$ cat src/rtl/captura_jogada.sv
// Player input stage: synchronises and debounces four push buttons and latches one
// one-hot move per press/release cycle, flagging invalid presses and response timeout.
module captura_jogada #(
    parameter int DEBOUNCE_CYCLES = 4,
    parameter int TIMEOUT_CYCLES  = 20
) (
    input  logic       clock,
    input  logic       reset,
    input  logic       habilita,
    input  logic [3:0] botoes,
    output logic [3:0] jogada,
    output logic       jogada_feita,
    output logic       jogada_invalida,
    output logic       timeout,
    output logic       ocupado
);

    localparam int DW = (DEBOUNCE_CYCLES > 0) ? $clog2(DEBOUNCE_CYCLES + 1) : 1;
    localparam int TW = (TIMEOUT_CYCLES > 0) ? $clog2(TIMEOUT_CYCLES + 1) : 1;
    localparam logic [DW-1:0] D_LAST = DW'(DEBOUNCE_CYCLES - 1);
    localparam logic [DW-1:0] D_MAX  = DW'(DEBOUNCE_CYCLES);
    localparam logic [TW-1:0] T_LAST = TW'((TIMEOUT_CYCLES > 0) ? TIMEOUT_CYCLES - 1 : 0);
    localparam logic [TW-1:0] T_MAX  = TW'(TIMEOUT_CYCLES);
    localparam bit            T_EN   = (TIMEOUT_CYCLES != 0);

    typedef enum logic [2:0] {
        OCIOSO,
        ESPERA,
        FILTRO,
        REGISTRA,
        SOLTA,
        ESGOTADO
    } state_t;

    state_t          state;
    logic [3:0]      meta;
    logic [3:0]      b_s;
    logic [3:0]      cand;
    logic [DW-1:0]   dcnt;
    logic [TW-1:0]   tcnt;
    logic            d_hit;
    logic            t_hit;

    function automatic logic [DW-1:0] inc_d(input logic [DW-1:0] v);
        return (v < D_MAX) ? v + DW'(1) : v;
    endfunction

    function automatic logic [TW-1:0] inc_t(input logic [TW-1:0] v);
        return (v < T_MAX) ? v + TW'(1) : v;
    endfunction

    function automatic logic is_onehot(input logic [3:0] v);
        return (v != 4'd0) && ((v & (v - 4'd1)) == 4'd0);
    endfunction

    // Two-flop synchroniser; every decision below looks only at b_s.
    always_ff @(posedge clock or posedge reset) begin
        if (reset) begin
            meta <= 4'd0;
            b_s  <= 4'd0;
        end else begin
            meta <= botoes;
            b_s  <= meta;
        end
    end

    assign d_hit = (dcnt == D_LAST);
    assign t_hit = T_EN && (tcnt == T_LAST);

    always_ff @(posedge clock or posedge reset) begin
        if (reset) begin
            state           <= OCIOSO;
            jogada          <= 4'd0;
            jogada_feita    <= 1'b0;
            jogada_invalida <= 1'b0;
            timeout         <= 1'b0;
            ocupado         <= 1'b0;
            cand            <= 4'd0;
            dcnt            <= '0;
            tcnt            <= '0;
        end else begin
            jogada_feita    <= 1'b0;
            jogada_invalida <= 1'b0;
            timeout         <= 1'b0;
            case (state)
                OCIOSO: begin
                    if (habilita) begin
                        ocupado <= 1'b1;
                        // A button already down while arming must be released first.
                        if (b_s == 4'd0) begin
                            state <= ESPERA;
                            tcnt  <= '0;
                        end else begin
                            state <= SOLTA;
                            dcnt  <= '0;
                        end
                    end
                end
                ESPERA: begin
                    tcnt <= inc_t(tcnt);
                    if (!habilita) begin
                        state   <= OCIOSO;
                        ocupado <= 1'b0;
                    end else if (t_hit) begin
                        state   <= ESGOTADO;
                        timeout <= 1'b1;
                    end else if (b_s != 4'd0) begin
                        state <= FILTRO;
                        cand  <= b_s;
                        dcnt  <= '0;
                    end
                end
                FILTRO: begin
                    tcnt <= inc_t(tcnt);
                    if (!habilita) begin
                        state   <= OCIOSO;
                        ocupado <= 1'b0;
                    end else if ((b_s == cand) && d_hit) begin
                        state <= REGISTRA;
                        if (is_onehot(cand)) begin
                            jogada       <= cand;
                            jogada_feita <= 1'b1;
                        end else begin
                            jogada_invalida <= 1'b1;
                        end
                    end else if (t_hit) begin
                        state   <= ESGOTADO;
                        timeout <= 1'b1;
                    end else if (b_s != cand) begin
                        // Bounce: the timeout budget keeps running.
                        state <= ESPERA;
                    end else begin
                        dcnt <= inc_d(dcnt);
                    end
                end
                REGISTRA: begin
                    state <= SOLTA;
                    dcnt  <= '0;
                end
                SOLTA: begin
                    if (b_s != 4'd0) begin
                        dcnt <= '0;
                    end else if (d_hit) begin
                        if (habilita) begin
                            state <= ESPERA;
                            tcnt  <= '0;
                        end else begin
                            state   <= OCIOSO;
                            ocupado <= 1'b0;
                        end
                    end else begin
                        dcnt <= inc_d(dcnt);
                    end
                end
                ESGOTADO: begin
                    state   <= OCIOSO;
                    ocupado <= 1'b0;
                end
                default: begin
                    state   <= OCIOSO;
                    ocupado <= 1'b0;
                end
            endcase
        end
    end

endmodule
$ cat config.mk
export PLATFORM = sky130hd
export DESIGN_NAME = captura_jogada
export DESIGN_NICKNAME = d
export VERILOG_FILES = /design/src/rtl/captura_jogada.sv
export SDC_FILE = /design/constraint.sdc
export NUM_CORES = 1
export LEC_CHECK = 0
export CAP_MARGIN = 20
export CORE_MARGIN = 2
export CORE_UTILIZATION = 42
export DETAILED_ROUTE_END_ITERATION = 12
export PLACE_DENSITY = 0.6
export SYNTH_ARGS = -nofsm -noshare
export SYNTH_HDL_FRONTEND = slang
export SYNTH_SLANG_ARGS = --single-unit
export TNS_END_PERCENT = 20
$ cat constraint.sdc
create_clock -name clock -period 2.4 [get_ports clock]
set_input_delay 0.72 -clock clock [delete_from_list [all_inputs] [get_ports clock]]
set_output_delay 0.72 -clock clock [all_outputs]
set_load 0.005 [all_outputs]
==> flow_metrics.tcl, run 1 <==
set metrics [dict create \
    die_height_um 65.4 \
    rows 22 \
    drc_errors 0 \
    rsz0062_at_grt "no" \
    cts_resized 0 \
    grt_overflow_total 0 \
    synth_cell_types 47 \
    io_pins 15 \
    ctsHoldBuffers 0 \
    ys_warn_count 0 \
    synth_fp_nets 152 \
    grtUsageTotal_pct 16.3 \
    drtAntennaViolNets 0 \
    ys_seq_area_share_pct 49.0 \
    finalPower_mw 1.67 \
    irDropWorstVdd_v 0.000568 \
    antenna_found_initial 0 \
    start_util_pct 43.6 \
    worst_clock_skew_ps 5.17 \
    cp.required_ps 2600 \
    fin_crit_ps 2110 \
    cts_tree "built" \
    path_clk_slew_ps 60 \
    async_flop_share_pct 100 \
    drive_above_1_share_pct 21.0 \
    cts_max_level 2 \
    worstSetupStartpointType "primary input" \
    tightest_slew_ps 529 \
    reg2regPathDepth 5 \
    crit_path_end "tcnt[4]$_DFFE_PP0P_" \
    reg2reg_from "state[1]$_DFFE_PP0P_" \
    arrival_ps 2310 \
    synth_largest_area_cell "dfrtp_1" \
    drt-total-wl_mm 2.89 \
    max_slew_margin_pct 64.3 \
    die_area_um2 4280 \
    critPathCaptureType "register" \
    hold_class "reg2reg" \
    port_buffers 14 \
    yosys-top-cells-area "dfrtp_1, mux2_2, o21ai_0" \
    syn2layout_area_growth_pct 20.1 \
    finalHoldViolations 0 \
    drv_cap 0 \
    dieWidth_um 65.4 \
    met2_usage_pct 24.0 \
    clock_latency_ps 280 \
    grt_pass1_vias 1128 \
    synth_seq_cells 31 \
    grt_max_degree 32 \
    nets 175 \
    holdPathStages 0 \
    status "finished clean" \
    final_cells 215 \
    fmax_ghz 0.474 \
    syn_avg_cell_area_um2 11.1 \
    synth_edf_count 0 \
    clock-root-buffer "clkbuf_8" \
    synthCells 143 \
    synth_flop_cell "dfrtp_1" \
    cts_made_buffers 5 \
    rrSetupSlack_ps 350 \
    setup_tns_ps 0 \
    dpl.hpwl_mm 2.12 \
    power.density_nw_per_um2 880 \
    postCtsSetupRepairBufs 0 \
    place.gp.congestion 0.843 \
    fin_crit_sh_pct 87.9 \
    use_met3_pct 4.79 \
    synth.cell_area_um2 1580 \
    routedWlPerCell_um 13.5 \
    vias 1138 \
    viasPerCell 5.29 \
    crit_start "habilita" \
    fin_util_pct 52.3 \
    fin_ws_ps 289 \
    drtIter0Drc 50 \
    worst_r2r_endpoint "state[0]$_DFFE_PP0P_" \
    use_met1_pct 21.8 \
    maxSlewViolCount 0 \
    grt_pass1_wl_mm 5.23 \
    diodes 0 \
    core_area_um2 3630 \
    dp.cells 207 \
    grt.busiest_layer "met2" \
    layout_common_cells "dfrtp_1, clkdlybuf4s50_1, o21ai_0" \
    path_max_fanout 8 \
    setup_viol 0 \
    cts_sinks 31 \
    p_leak_nw 0.844 \
    pre_cts_slack_ps 15.2 \
    layout_commonest_cell "dfrtp_1" \
    yosys.area.top_type_share_pct 49.0 \
    drtPass1Iterations 4 \
    clock_tree.buffer_depth 2 \
    path_class "in2reg" \
]
cells by family (layout without fill, tap and decap cells):
kind of cell	Yosys count	after routing	share of synthesized area, %
AOI/OAI and AO/OA	39	39	17.3
xor gates and xnor gates	6	6	3.32
adders and majority gates	2	2	1.58
buffers and inverters	10	34	4.19
DFF	31	31	49.0
muxes	7	7	4.82
and+or+nand+nor	48	48	19.8
layer usage:
layer	vias to the layer above	part of all wire (%)	wire [um]
met5	-	0	0
met4	0	0.76	22
met3	4	3.6	105
met2	17	50	1430
met1	546	46	1330
li1	571	-	-
worst min-delay path by stage:
stage | from | to | slack, ps
6_report | meta[1]$_DFF_PP0_ | b_s[1]$_DFF_PP0_ | 350
5_1_grt | meta[3]$_DFF_PP0_ | b_s[3]$_DFF_PP0_ | 360
4_1_cts | meta[1]$_DFF_PP0_ | b_s[1]$_DFF_PP0_ | 350
3_5_place_dp | meta[1]$_DFF_PP0_ | b_s[1]$_DFF_PP0_ | 330
3_3_place_gp | meta[3]$_DFF_PP0_ | b_s[3]$_DFF_PP0_ | 330
2_1_floorplan | meta[0]$_DFF_PP0_ | b_s[0]$_DFF_PP0_ | 330
area by class of cell:
type	instances	area (um^2)
multi-input combinational	102	741
timing repair buffer	21	193
tap	48	60.1
clock buffer	5	68.8
sequential	31	776
inverter	5	18.8
fill	331	1730
clock inverter	3	43.8
per-stage QoR:
step	cell area, um^2	hold slack (ps)
floorplan	1580	331
global placement	1790	332
detailed placement	1790	335
CTS	1900	350
global route	1900	357
finish	1900	348
sequential cells by signal, summed over array words and instances (netlist names):
name,cells
tcnt,5
b_s,4
cand,4
jogada,4
meta,4
dcnt,3
state,3
jogada_feita,1
jogada_invalida,1
ocupado,1
timeout,1
worst max-delay path, stage by stage:
cell and delay [ps]:
clkdlybuf4s50_1 590, buf_4 170, nand4_1 90, a22oi_2 310, buf_4 170, a41oi_1 110
a21oi_1 150
synth_stat cells, types with 2 or more instances:
master / instances
dfrtp_1: 31
o21ai_0: 11
nand2_1: 8
nor2_1: 7
a21oi_1: 6
nand3_1: 6
inv_1: 5
mux2_2: 5
xor2_1: 5
nand2b_1: 4
a21o_1: 3
a22o_1: 3
o31ai_1: 3
o41ai_1: 3
a31oi_1: 2
and3_1: 2
buf_6: 2
ha_1: 2
mux2i_1: 2
nand4_1: 2
nor2b_1: 2
nor3b_1: 2
nor4_4: 2
or2_2: 2
power breakdown:
part / switching, mW / total [mW] / internal (mW)
Sequential: 0.0996 / 0.700 / 0.600
Combinational: 0.247 / 0.475 / 0.228
Clock: 0.190 / 0.499 / 0.309
Note: power is estimated with default switching activity, not from simulation.
==> run 2: changes to the inputs <==
--- a/config.mk
+++ b/config.mk
@@ -7,9 +7,10 @@
 export LEC_CHECK = 0
 export CAP_MARGIN = 20
 export CORE_MARGIN = 2
-export CORE_UTILIZATION = 42
+export CORE_UTILIZATION = 25
 export DETAILED_ROUTE_END_ITERATION = 12
-export PLACE_DENSITY = 0.6
+export GPL_TIMING_DRIVEN = 0
+export PLACE_DENSITY_LB_ADDON = 0.1
 export SYNTH_ARGS = -nofsm -noshare
 export SYNTH_HDL_FRONTEND = slang
 export SYNTH_SLANG_ARGS = --single-unit
==> run 2 against run 1 <==
Compared with the run above: non-clock buffer count fell by 1; critical path depth fell by 2; clock skew fell by 2.3 ps; via count rose by 2.3%; utilization fell by 20 points.
==> flow_metrics.tcl, run 2 (same netlist as run 1, synthesis figures left out) <==
set metrics [dict create \
    max_slew_margin_pct 55.9 \
    drtIter0Drc 107 \
    hold_start "meta[3]$_DFF_PP0_" \
    top_register "tcnt" \
    met2_usage_pct 16.7 \
    grt.busiest_layer "met2" \
    hold_class "reg2reg" \
    die_area_um2 6980 \
    port_buffers 14 \
    drive_above_1_share_pct 19.9 \
    reg2regPathDepth 7 \
    cts_sinks 31 \
    nets 174 \
    grt_pass1_wl_mm 5.78 \
    grtUsageTotal_pct 10.3 \
    cts_tree "built" \
    vias 1164 \
    rsz0062_at_grt "no" \
    power.density_nw_per_um2 822 \
    crit_start "habilita" \
    clock-root-buffer "clkbuf_8" \
    critPathCaptureType "register" \
    dp.cells 233 \
    status "finished clean" \
    p_leak_nw 0.829 \
    layout_common_cells "dfrtp_1, clkdlybuf4s50_1, o21ai_0" \
    dpl.hpwl_mm 2.43 \
    drc_errors 0 \
    place.gp.congestion 0.806 \
    tightest_slew_ps 661 \
    cts_max_level 2 \
    worstSetupStartpointType "primary input" \
    largest_reg_flops 5 \
    path_class "in2reg" \
    clock_tree.buffer_depth 2 \
    grt_pass1_vias 1180 \
    arrival_ps 2240 \
    layout_commonest_cell "dfrtp_1" \
    cts_resized 0 \
    cp.required_ps 2570 \
    final_cells 241 \
    cts_made_buffers 5 \
    start_util_pct 26.3 \
    path_max_fanout 10 \
    use_met3_pct 3.07 \
    drt-total-wl_mm 3.31 \
    fin_crit_ps 2070 \
    dieWidth_um 83.6 \
    fmax_ghz 0.482 \
    routedWlPerCell_um 13.7 \
    viasPerCell 4.83 \
    drtPass1Iterations 4 \
    holdPathStages 0 \
    finalHoldViolations 0 \
    grt_max_degree 17 \
    postCtsSetupRepairBufs 0 \
    drv_cap 0 \
    grt_overflow_total 0 \
    place_area_um2 1840 \
    io_pins 15 \
    worst_clock_skew_ps 2.86 \
    diodes 0 \
    final_area_um2 1930 \
    reg2reg_from "dcnt[0]$_DFFE_PP0P_" \
    die_height_um 83.6 \
    pre_cts_slack_ps 24.7 \
    fin_crit_sh_pct 86.4 \
    core_area_um2 6030 \
    irDropWorstVdd_v 0.000456 \
    maxSlewViolCount 0 \
    use_met1_pct 13.0 \
    syn2layout_area_growth_pct 22.1 \
    antenna_found_initial 0 \
    setup_viol 0 \
    ctsHoldBuffers 0 \
    clock_latency_ps 280 \
    rows 28 \
    path_clk_slew_ps 70 \
    drtAntennaViolNets 0 \
    fin_ws_ps 326 \
    setup_tns_ps 0 \
]
## run 2: changes by cell type in the layout (fill, tap and decap cells not counted)
cell	change
clkinvlp_4	+2
buf_16	+1
buf_6	+2
clkbuf_1	+1
buf_4	-6
clkinv_4	-1
bufinv_16	-1
clkbuf_8	+1
## run 2: layer usage
metal | up-vias | wire, um
li1 | 569 | -
met1 | 571 | 1530
met2 | 20 | 1630
met3 | 4 | 118
met4 | 0 | 29
met5 | - | 0
## run 2: power by group
part           internal, mW  switching (mW)
logic                 0.229           0.252
clock network         0.201           0.206
registers             0.600           0.100
## run 2: stage by stage
stage / utilization [%] / power, mW / hold WS [ps]
4_1_cts: 32.1 / 1.62 / 358
3_3_place_gp: 30.1 / 1.19 / 336
3_5_place_dp: 30.6 / 1.20 / 336
2_1_floorplan: - / 1.07 / 331
5_1_grt: 32.1 / 1.72 / 360
6_report: 32.1 / 1.59 / 355
## run 2: critical path: stages
cell and delay (ps):
clkdlybuf4s50_1 520, clkbuf_8 180, nand4_1 90, a22oi_2 350
mux2_2 380
## run 2: worst paths after layout
| path | end | slack [ps] |
|---|---|---|
| max | tcnt[1]$_DFFE_PP0P_ | 330 |
| min | b_s[3]$_DFF_PP0_ | 350 |
| max reg2reg | dcnt[2]$_DFFE_PP0P_ | 370 |
| min reg2reg | b_s[3]$_DFF_PP0_ | 350 |
| max in group asynchronous | tcnt[3]$_DFFE_PP0P_ | 1060 |
| min in group asynchronous | jogada_feita$_DFF_PP0_ | 830 |
## run 2: layout make-up
cell class / instances / area, um^2
Fill cell: 629 / 4090
Sequential cell: 31 / 776
Multi-Input combinational cell: 102 / 741
Timing Repair Buffer: 15 / 168
Tap cell: 75 / 93.8
Clock buffer: 5 / 68.8
Buffer: 5 / 47.5
Clock inverter: 3 / 20.0
Inverter: 5 / 18.8
==> run 3: changes to the inputs <==
--- a/config.mk
+++ b/config.mk
@@ -5,9 +5,9 @@
 export SDC_FILE = /design/constraint.sdc
 export NUM_CORES = 1
 export LEC_CHECK = 0
-export CAP_MARGIN = 20
+export CAP_MARGIN = 25
 export CORE_MARGIN = 2
-export CORE_UTILIZATION = 25
+export CORE_UTILIZATION = 40
 export DETAILED_ROUTE_END_ITERATION = 12
 export GPL_TIMING_DRIVEN = 0
 export PLACE_DENSITY_LB_ADDON = 0.1
==> run 3 against run 2 <==
Compared with the run above: utilization up 19 points; critical endpoint is now state[0]$_DFFE_PP0P_; sequential share of layout area up 0.79 points; cell count down 11%; register-to-register slack about the same; die area down 36%; clock skew up 4.4 ps; largest cell class unchanged.
==> flow_metrics.tcl, run 3 (same netlist as run 1, synthesis figures left out) <==
set metrics [dict create \
    rows 22 \
    irDropWorstVdd_v 0.000573 \
    dp.cells 206 \
    drtIter0Drc 74 \
    setup_viol 0 \
    layout_commonest_cell "dfrtp_1" \
    grt_pass1_vias 1127 \
    syn2layout_area_growth_pct 19.8 \
    die_area_um2 4480 \
    switching_share_pct 34.2 \
    top_register "tcnt" \
    grt_overflow_total 0 \
    drv_cap 0 \
    drt-total-wl_mm 2.90 \
    nets 174 \
    hold_class "reg2reg" \
    fillers 367 \
    finalHoldViolations 0 \
    pwr-share-clk_pct 24.5 \
    rrSetupSlack_ps 380 \
    die_height_um 66.9 \
    cp.required_ps 2530 \
    hold_end "b_s[1]$_DFF_PP0_" \
    cts_made_buffers 5 \
    clock_tree.buffer_depth 2 \
    worstSetupStartpointType "primary input" \
    pwr-share-comb_pct 31.0 \
    grt_pass1_wl_mm 5.17 \
    cts_sinks 31 \
    postCtsSetupRepairBufs 0 \
    rsz0062_at_grt "no" \
    reg2regPathDepth 7 \
    power.density_nw_per_um2 828 \
    status "finished clean" \
    fin_crit_sh_pct 88.0 \
    cts_resized 0 \
    clock-root-buffer "clkbuf_8" \
    viasPerCell 5.58 \
    drc_errors 0 \
    maxSlewViolCount 0 \
    routedWlPerCell_um 13.5 \
    drive_above_1_share_pct 19.3 \
    dieWidth_um 66.9 \
    path_class "in2reg" \
    finalPower_mw 1.57 \
    hold_start "meta[1]$_DFF_PP0_" \
    diodes 0 \
    largest_reg_flops 5 \
    path_cells "clkdlybuf4s50_1 -> clkbuf_8 -> inv_1 -> o41ai_1 -> o21ai_0" \
    clock_latency_ps 280 \
    pwr-share-seq_pct 44.5 \
    io_pins 15 \
    antenna_found_initial 0 \
    max_slew_margin_pct 63.4 \
    drtPass1Iterations 4 \
    final_cells 214 \
    fin_util_pct 50.6 \
    setup_tns_ps 0 \
    reg2reg_from "dcnt[0]$_DFFE_PP0P_" \
    fmax_ghz 0.474 \
    p_int_mw 1.03 \
    cts_max_level 2 \
    path_clk_slew_ps 60 \
    grtUsageTotal_pct 15.6 \
    p_leak_nw 0.830 \
    switchingPower_mw 0.537 \
    worst_clock_skew_ps 7.25 \
    dpl.hpwl_mm 2.15 \
    slowest_delay_ps 570 \
    vias 1194 \
    critPathCaptureType "register" \
    port_buffers 14 \
    start_util_pct 42.3 \
    ctsHoldBuffers 0 \
    fin_crit_ps 2110 \
    holdPathStages 0 \
    slowest_stage "o41ai_1" \
    drtAntennaViolNets 0 \
    tightest_slew_ps 541 \
    path_max_fanout 10 \
    place.gp.congestion 0.797 \
    grt_max_degree 24 \
    cts_tree "built" \
    worst_r2r_endpoint "dcnt[2]$_DFFE_PP0P_" \
    core_area_um2 3740 \
    arrival_ps 2240 \
    layout_common_cells "dfrtp_1, clkdlybuf4s50_1, o21ai_0" \
]
## run 3: cell types whose count changed in the layout (fill, tap and decap cells not counted)
cell        previous run  this run
clkinvlp_4             2         1
clkbuf_1               1         2
## run 3: per-layer routing
| metal | routed length [um] | up-vias | track usage (%) | share of wire (%) |
|---|---|---|---|---|
| met1 | 1370 | 584 | 20.9 | 47 |
| met4 | 52 | 0 | 8.16 | 1.8 |
| met2 | 1330 | 36 | 23.0 | 46 |
| li1 | - | 569 | - | - |
| met3 | 141 | 5 | 4.22 | 4.9 |
| met5 | 0 | - | 0 | 0 |
## run 3: through the flow
step                      setup slack, ps  instance area [um^2]  hold WS (ps)
after floorplan                       564                  1580           331
after global placement               30.2                  1780           333
after detailed placement             41.5                  1810           336
after CTS                             328                  1900           350
after global routing                  246                  1900           355
final                                 289                  1900           347
## run 3: final cells by class
cell class,count,area (um^2),share of cell area [%]
Multi-Input combinational cell,102,741,39.1
Buffer,5,47.5,2.51
Sequential cell,31,776,40.9
Timing Repair Buffer,15,168,8.84
Inverter,5,18.8,0.990
Clock buffer,6,72.6,3.83
Tap cell,48,60.1,3.17
Clock inverter,2,12.5,0.660
## run 3: power by group through the flow
stage	Sequential, mW	Clock, mW	Combinational [mW]
2_1_floorplan	0.684	0	0.390
3_3_place_gp	0.707	0	0.467
3_5_place_dp	0.707	0	0.482
4_1_cts	0.697	0.400	0.483
5_1_grt	0.715	0.429	0.544
6_report	0.699	0.384	0.486
## run 3: worst max path at each step
stage                         from              endpoint  slack [ps]  depth (start not counted)
2_1_floorplan  tcnt[0]$_DFFE_PP0P_   dcnt[2]$_DFFE_PP0P_         560                          6
3_3_place_gp              habilita  state[0]$_DFFE_PP0P_          30                          5
3_5_place_dp              habilita   tcnt[1]$_DFFE_PP0P_          40                          5
4_1_cts                   habilita   tcnt[1]$_DFFE_PP0P_         330                          5
5_1_grt        dcnt[0]$_DFFE_PP0P_   dcnt[2]$_DFFE_PP0P_         250                          7
6_report                  habilita  state[0]$_DFFE_PP0P_         290                          5
## run 3: critical path, delay by kind of cell
kind                   cells  cell delay [ps]
buffers and inverters      3              770
AOI/OAI and AO/OA          2              750
